===== src/rtl/fixed_point_accumulator.sv =====
// Sign-magnitude fixed-point packet accumulator with saturate/wrap overflow,
// sticky overflow flag, term-count limit and valid/ready result handshake.
module fixed_point_accumulator #(
    parameter int unsigned SIGN      = 1,
    parameter int unsigned Q_M       = 16,
    parameter int unsigned Q_N       = 15,
    parameter int unsigned SATURATE  = 1,
    parameter int unsigned MAX_TERMS = 256,
    parameter int unsigned CNT_W     = 9
) (
    input  logic                      clk_in,
    input  logic                      rst_n_in,
    input  logic                      clear_in,
    input  logic [SIGN+Q_M+Q_N-1:0]   data_in,
    input  logic                      data_valid_in,
    input  logic                      data_last_in,
    output logic                      data_ready_out,
    output logic [SIGN+Q_M+Q_N-1:0]   result_out,
    output logic                      result_valid_out,
    input  logic                      result_ready_in,
    output logic                      overflow_out,
    output logic                      forced_out,
    output logic [CNT_W-1:0]          term_count_out
);

    localparam int unsigned W = SIGN + Q_M + Q_N;
    localparam int unsigned M = W - 1;

    typedef enum logic [1:0] {
        IDLE = 2'd0,
        ACC  = 2'd1,
        DONE = 2'd2
    } state_t;

    state_t             state_q, state_d;
    logic               acc_sign_q, acc_sign_d;
    logic [M-1:0]       acc_mag_q, acc_mag_d;
    logic [CNT_W-1:0]   cnt_q, cnt_d;
    logic               ovf_q, ovf_d;
    logic [W-1:0]       res_q, res_d;
    logic               res_valid_q, res_valid_d;
    logic               res_ovf_q, res_ovf_d;
    logic               res_forced_q, res_forced_d;
    logic [CNT_W-1:0]   res_cnt_q, res_cnt_d;

    logic               d_sign;
    logic [M-1:0]       d_mag;
    logic [M:0]         sum;
    logic [M-1:0]       diff;
    logic               acc_ge;
    logic               add_sign;
    logic [M-1:0]       add_mag;
    logic               add_ovf;
    logic               beat;
    logic               done_now;
    logic               forced_now;

    assign data_ready_out   = (state_q != DONE);
    assign beat             = data_valid_in && data_ready_out;
    assign result_out       = res_q;
    assign result_valid_out = res_valid_q;
    assign overflow_out     = res_ovf_q;
    assign forced_out       = res_forced_q;
    assign term_count_out   = res_cnt_q;

    // Sign-magnitude add of the incoming term onto the accumulator; -0 never survives.
    always_comb begin
        d_mag    = data_in[M-1:0];
        d_sign   = data_in[W-1] && (d_mag != '0);
        sum      = {1'b0, acc_mag_q} + {1'b0, d_mag};
        acc_ge   = (acc_mag_q >= d_mag);
        diff     = acc_ge ? (acc_mag_q - d_mag) : (d_mag - acc_mag_q);
        add_sign = acc_sign_q;
        add_mag  = sum[M-1:0];
        add_ovf  = 1'b0;
        if (acc_sign_q == d_sign) begin
            add_ovf = sum[M];
            if (sum[M] && (SATURATE != 0)) begin
                add_mag = {M{1'b1}};
            end
        end else begin
            add_mag  = diff;
            add_sign = acc_ge ? acc_sign_q : d_sign;
        end
        if (add_mag == '0) begin
            add_sign = 1'b0;
        end
    end

    // Next-state and registered-output logic.
    always_comb begin
        state_d      = state_q;
        acc_sign_d   = acc_sign_q;
        acc_mag_d    = acc_mag_q;
        cnt_d        = cnt_q;
        ovf_d        = ovf_q;
        res_d        = res_q;
        res_valid_d  = res_valid_q;
        res_ovf_d    = res_ovf_q;
        res_forced_d = res_forced_q;
        res_cnt_d    = res_cnt_q;
        done_now     = 1'b0;
        forced_now   = 1'b0;

        case (state_q)
            IDLE: begin
                if (beat) begin
                    acc_sign_d = d_sign;
                    acc_mag_d  = d_mag;
                    cnt_d      = CNT_W'(1);
                    ovf_d      = 1'b0;
                    if (data_last_in) begin
                        done_now = 1'b1;
                    end else begin
                        state_d = ACC;
                    end
                end
            end
            ACC: begin
                if (beat) begin
                    acc_sign_d = add_sign;
                    acc_mag_d  = add_mag;
                    cnt_d      = cnt_q + CNT_W'(1);
                    ovf_d      = ovf_q | add_ovf;
                    if (data_last_in) begin
                        done_now = 1'b1;
                    end else if (cnt_d == CNT_W'(MAX_TERMS)) begin
                        done_now   = 1'b1;
                        forced_now = 1'b1;
                    end
                end
            end
            DONE: begin
                if (result_ready_in) begin
                    state_d     = IDLE;
                    res_valid_d = 1'b0;
                end
            end
            default: begin
                state_d = IDLE;
            end
        endcase

        if (done_now) begin
            state_d      = DONE;
            res_valid_d  = 1'b1;
            res_d        = {acc_sign_d, acc_mag_d};
            res_ovf_d    = ovf_d;
            res_forced_d = forced_now;
            res_cnt_d    = cnt_d;
        end

        // Abort wins over any accept or handshake in the same cycle.
        if (clear_in) begin
            state_d      = IDLE;
            acc_sign_d   = 1'b0;
            acc_mag_d    = '0;
            cnt_d        = '0;
            ovf_d        = 1'b0;
            res_valid_d  = 1'b0;
            res_ovf_d    = 1'b0;
            res_forced_d = 1'b0;
            res_cnt_d    = '0;
        end
    end

    always_ff @(posedge clk_in or negedge rst_n_in) begin
        if (!rst_n_in) begin
            state_q      <= IDLE;
            acc_sign_q   <= 1'b0;
            acc_mag_q    <= '0;
            cnt_q        <= '0;
            ovf_q        <= 1'b0;
            res_q        <= '0;
            res_valid_q  <= 1'b0;
            res_ovf_q    <= 1'b0;
            res_forced_q <= 1'b0;
            res_cnt_q    <= '0;
        end else begin
            state_q      <= state_d;
            acc_sign_q   <= acc_sign_d;
            acc_mag_q    <= acc_mag_d;
            cnt_q        <= cnt_d;
            ovf_q        <= ovf_d;
            res_q        <= res_d;
            res_valid_q  <= res_valid_d;
            res_ovf_q    <= res_ovf_d;
            res_forced_q <= res_forced_d;
            res_cnt_q    <= res_cnt_d;
        end
    end

endmodule


===== config.mk =====
export PLATFORM = sky130hd
export DESIGN_NAME = fixed_point_accumulator
export DESIGN_NICKNAME = d
export VERILOG_FILES = /design/src/rtl/fixed_point_accumulator.sv
export SDC_FILE = /design/constraint.sdc
export NUM_CORES = 1
export LEC_CHECK = 0
export CAP_MARGIN = 40
export CORE_AREA = 2 2 173 175
export CTS_BUF_LIST = sky130_fd_sc_hd__clkbuf_16
export DETAILED_ROUTE_END_ITERATION = 6
export DIE_AREA = 0 0 175 177
export SYNTH_ARGS = -nofsm -noshare
export SYNTH_HDL_FRONTEND = slang
export SYNTH_SLANG_ARGS = --single-unit

===== constraint.sdc =====
create_clock -name clk_in -period 7.3 [get_ports clk_in]
set_clock_uncertainty 0.1 [all_clocks]
set_input_delay 1.46 -clock clk_in [delete_from_list [all_inputs] [get_ports clk_in]]
set_output_delay 1.46 -clock clk_in [all_outputs]
set_load 0.1 [all_outputs]

==> qor.csv <==
stage,metric,value,unit
outcome,status,"finished, final reports clean",
critical_path,worstSetupPathType,in -> reg,
routing,first_pass_iters,7,
critical_path,worstSetupStartpointType,input pin,
critical_path,crit_path_start,data_in[2],
global_routing,grt_pass1_wl,62.6,mm
clock_tree,clkSinkCount,88,
critical_path,r2r-start,acc_mag_q[14],
routing,viasPerCell,5.91,
floorplanning,rows,63,
floorplanning,start_util,33.3,%
placement,io_buffer_count,82,
layout,num_antenna_cells,0,
sta,setup_viol,0,
critical_path,r2r_cells,14,
routing,drt_iter0_markers,1012,
clock_tree,htree_num_levels,3,
sta,fin_crit,6.61,ns
routing,via_count,10834,
sta,max_slew_margin,37.2,%
logic_synthesis,dominantRegCellSynth,dfrtp_1,
critical_path,end_kind,flop,
layout,area_growth,26.7,%
floorplanning,die_w,175,um
clock_tree,cts_buffer_depth,2,
critical_path,ff2ff_setup_slack,2.10,ns
clock_tree,cts_made_buffers,9,
logic_synthesis,synth_edf_count,0,
placement,dp_hpwl,32.4,mm
sta,final-hold-violation-count,0,
critical_path,cp.arrival,6.76,ns
sta,tightest_slew,0.933,ns
clock_tree,post_cts_buffers,0,
clock_tree,cts_root_buf,clkbuf_16,
routing,totalWireLength,41.2,mm
placement,place_ws,0.436,ns
floorplanning,core_area,0.0292,mm2
clock_tree,hold_buffers,0,
critical_path,crit_fanout,14,
pwr,power.leakage,0.00537,uW
pwr,max-vdd-ir-drop,0.204,mV
logic_synthesis,synth_nets,1456,
sta,fin_setup_tns,0,ns
pwr,p_per_area,200,mW/mm2
min_path,hp-class,reg -> reg,
sta,drv_slew,0,
logic_synthesis,netlist_instances,1320,
layout,drive_gt1_share,10.6,%
critical_path,r2r_end,result_out[31],
global_routing,grtUsageTotal,26.4,%
routing,drc,0,
sta,grt_setup_unrepaired,no,
global_routing,overflow,0,
logic_synthesis,yosys_warnings,0,
logic_synthesis,synthArstFlopShare,100,%
routing,drtAntennaViolNets,0,
global_routing,use_met1,36.4,%
logic_synthesis,synth.distinct_cells,76,
routing,avgRoutedWirePerCell,22.5,um
flow_run,drv_cap,0,
logic_synthesis,ys_seq_area_share,22.6,%
sta,layout_worst_path_cycle_share,90.5,%
global_routing,grt_max_degree,65,
logic_synthesis,synth_area,0.00975,mm2
sta,layout_setup_ws,0.694,ns
clock_tree,cts-resized-gates,0,
logic_synthesis,post_synth.cell_area_avg,7.39,um2
global_routing,grt_pass1_vias,10347,
floorplanning,ioPinCount,83,
layout,finalNetCount,1574,
placement,routabilityCongestion,0.995,
sta,fmax,0.151,GHz
global_routing,antenna_found_initial,0,
global_routing,globalRouteMet2Util,39.9,%
logic_synthesis,ys_seq_elements,88,
clock_tree,clkTransAtPathRegs,0.08,ns
global_routing,top_usage_layer,met2,
global_routing,use_met3,5.48,%
floorplanning,die_area,0.0310,mm2
clock_tree,insertion_delay,0.37,ns
clock_tree,cts_tree,yes,
critical_path,crit_end,result_out[31],
critical_path,worstPathRequired,7.46,ns
floorplanning,die_h,177,um
-- state kept, by name (all words and copies together) (netlist names) --
register          cells
result_out           32
acc_mag_q            31
cnt_q                 9
term_count_out        9
state_q               2
acc_sign_q            1
forced_out            1
overflow_out          1
ovf_q                 1
result_valid_out      1
-- cell families (layout without fill, tap and decap cells) --
kind of cell,Yosys count,count (layout),synth area share [%]
buffers and inverters,171,294,6.81
adder cells (fa/ha/maj),98,98,12.8
XOR/XNOR,15,15,1.35
AND/OR/NAND/NOR,440,440,21.3
AO/OA/AOI/OAI,469,469,31.0
flip-flops,88,88,22.6
multiplexers,39,39,4.08
-- how the worst min path moves through the flow --
stage	from	to	slack (ns)	cells past startpoint
3_3_place_gp	result_out[11]	result_out[11]	0.36	2
4_1_cts	result_out[11]	result_out[11]	0.39	2
6_report	result_out[26]	result_out[26]	0.39	2
3_5_place_dp	result_out[24]	result_out[24]	0.37	2
5_1_grt	result_out[15]	result_out[15]	0.42	2
2_1_floorplan	cnt_q[1]	cnt_q[1]	0.42	2
-- cell type report --
| type | count | area [um2] |
|---|---|---|
| timing repair buffer | 183 | 2100 |
| clock buffer | 9 | 225 |
| inverter | 95 | 357 |
| clock inverter | 7 | 46.3 |
| sequential | 88 | 2200 |
| tap | 390 | 488 |
| multi-input combinational | 1061 | 6930 |
| fill | 2975 | 16900 |
-- power breakdown --
group          internal [uW]  switching [uW]  leakage, uW  total, uW
registers                538            44.2      0.00116        582
logic                    506             924      0.00407       1430
clock network            232             228     0.000135        460
total                   1280            1200      0.00537       2470
-- worst max-delay path, cell delays in order --
cell and delay (ns):
clkdlybuf4s50_1 0.63, inv_1 0.08, ha_1 0.51, a21oi_1 0.22
o21ai_0 0.23, a2111oi_0 0.71, o21ai_0 0.44, a2111oi_0 0.57
mux2i_1 0.25, o22a_1 0.26, a21oi_1 0.29, o2111ai_1 0.24
or4_1 0.51, nor4_1 0.28, nor2_1 0.08
-- layer usage --
metal	share of wire, %	vias up
met5	0	-
met4	4.3	0
met3	8.4	87
met2	43	502
met1	44	5227
li1	-	5018
-- Yosys cell counts, types with 7 or more instances --
library cell / number / area, um2
nor2_1: 153 / 574
a21oi_1: 152 / 761
nand2_1: 107 / 402
ha_1: 95 / 1190
inv_1: 92 / 345
dfrtp_1: 88 / 2200
o21ai_0: 88 / 440
clkbuf_1: 59 / 221
a211oi_1: 34 / 255
mux2i_1: 33 / 330
nand3_1: 28 / 140
nor3_1: 28 / 140
o21bai_1: 22 / 165
a21o_1: 21 / 158
nor2b_1: 21 / 131
nor4_1: 17 / 106
o31ai_1: 17 / 128
or3_1: 17 / 106
nand4_1: 15 / 93.8
o211ai_1: 13 / 97.6
or2_2: 12 / 75.1
a31oi_1: 11 / 68.8
nand2b_1: 10 / 62.6
a22oi_1: 9 / 67.6
buf_1: 9 / 33.8
xnor2_1: 9 / 78.8
a21boi_0: 8 / 60.1
a221oi_1: 8 / 70.1
o21a_1: 8 / 60.1
o221ai_1: 8 / 70.1
o22ai_1: 7 / 43.8
-- through the flow --
step                      cells  utilization, %  cell area [um2]  hold WS (ns)  total power, uW
after floorplan            1320               -             9750         0.422             1420
after global placement     1770            38.4            11200         0.360             1840
after detailed placement   1817            41.3            12100         0.367             1990
after CTS                  1833            42.2            12400         0.389             2460
after global routing       1833            42.2            12400         0.418             2590
final                      1833            42.2            12400         0.386             2470
-- placed cells by master (no fill, tap or decap), types with 9 or more instances in the layout --
master and count:
nor3_1 27, mux2i_1 33, buf_16 13, nand2_1 107, nand2b_1 9, ha_1 95
nor2b_1 20, a22oi_1 9, a21oi_1 152, nand3_1 28, dfrtp_1 87, o31ai_1 17
o21bai_1 22, clkbuf_16 9, a211oi_1 34, clkdlybuf4s50_1 80, inv_1 93, or3_1 17
buf_4 53, buf_8 33, nand4_1 15, a31oi_1 11, nor4_1 17, o21ai_0 88
or2_2 12, o211ai_1 13, nor2_1 152, a21o_1 21
(Power assumes the default switching activity.)
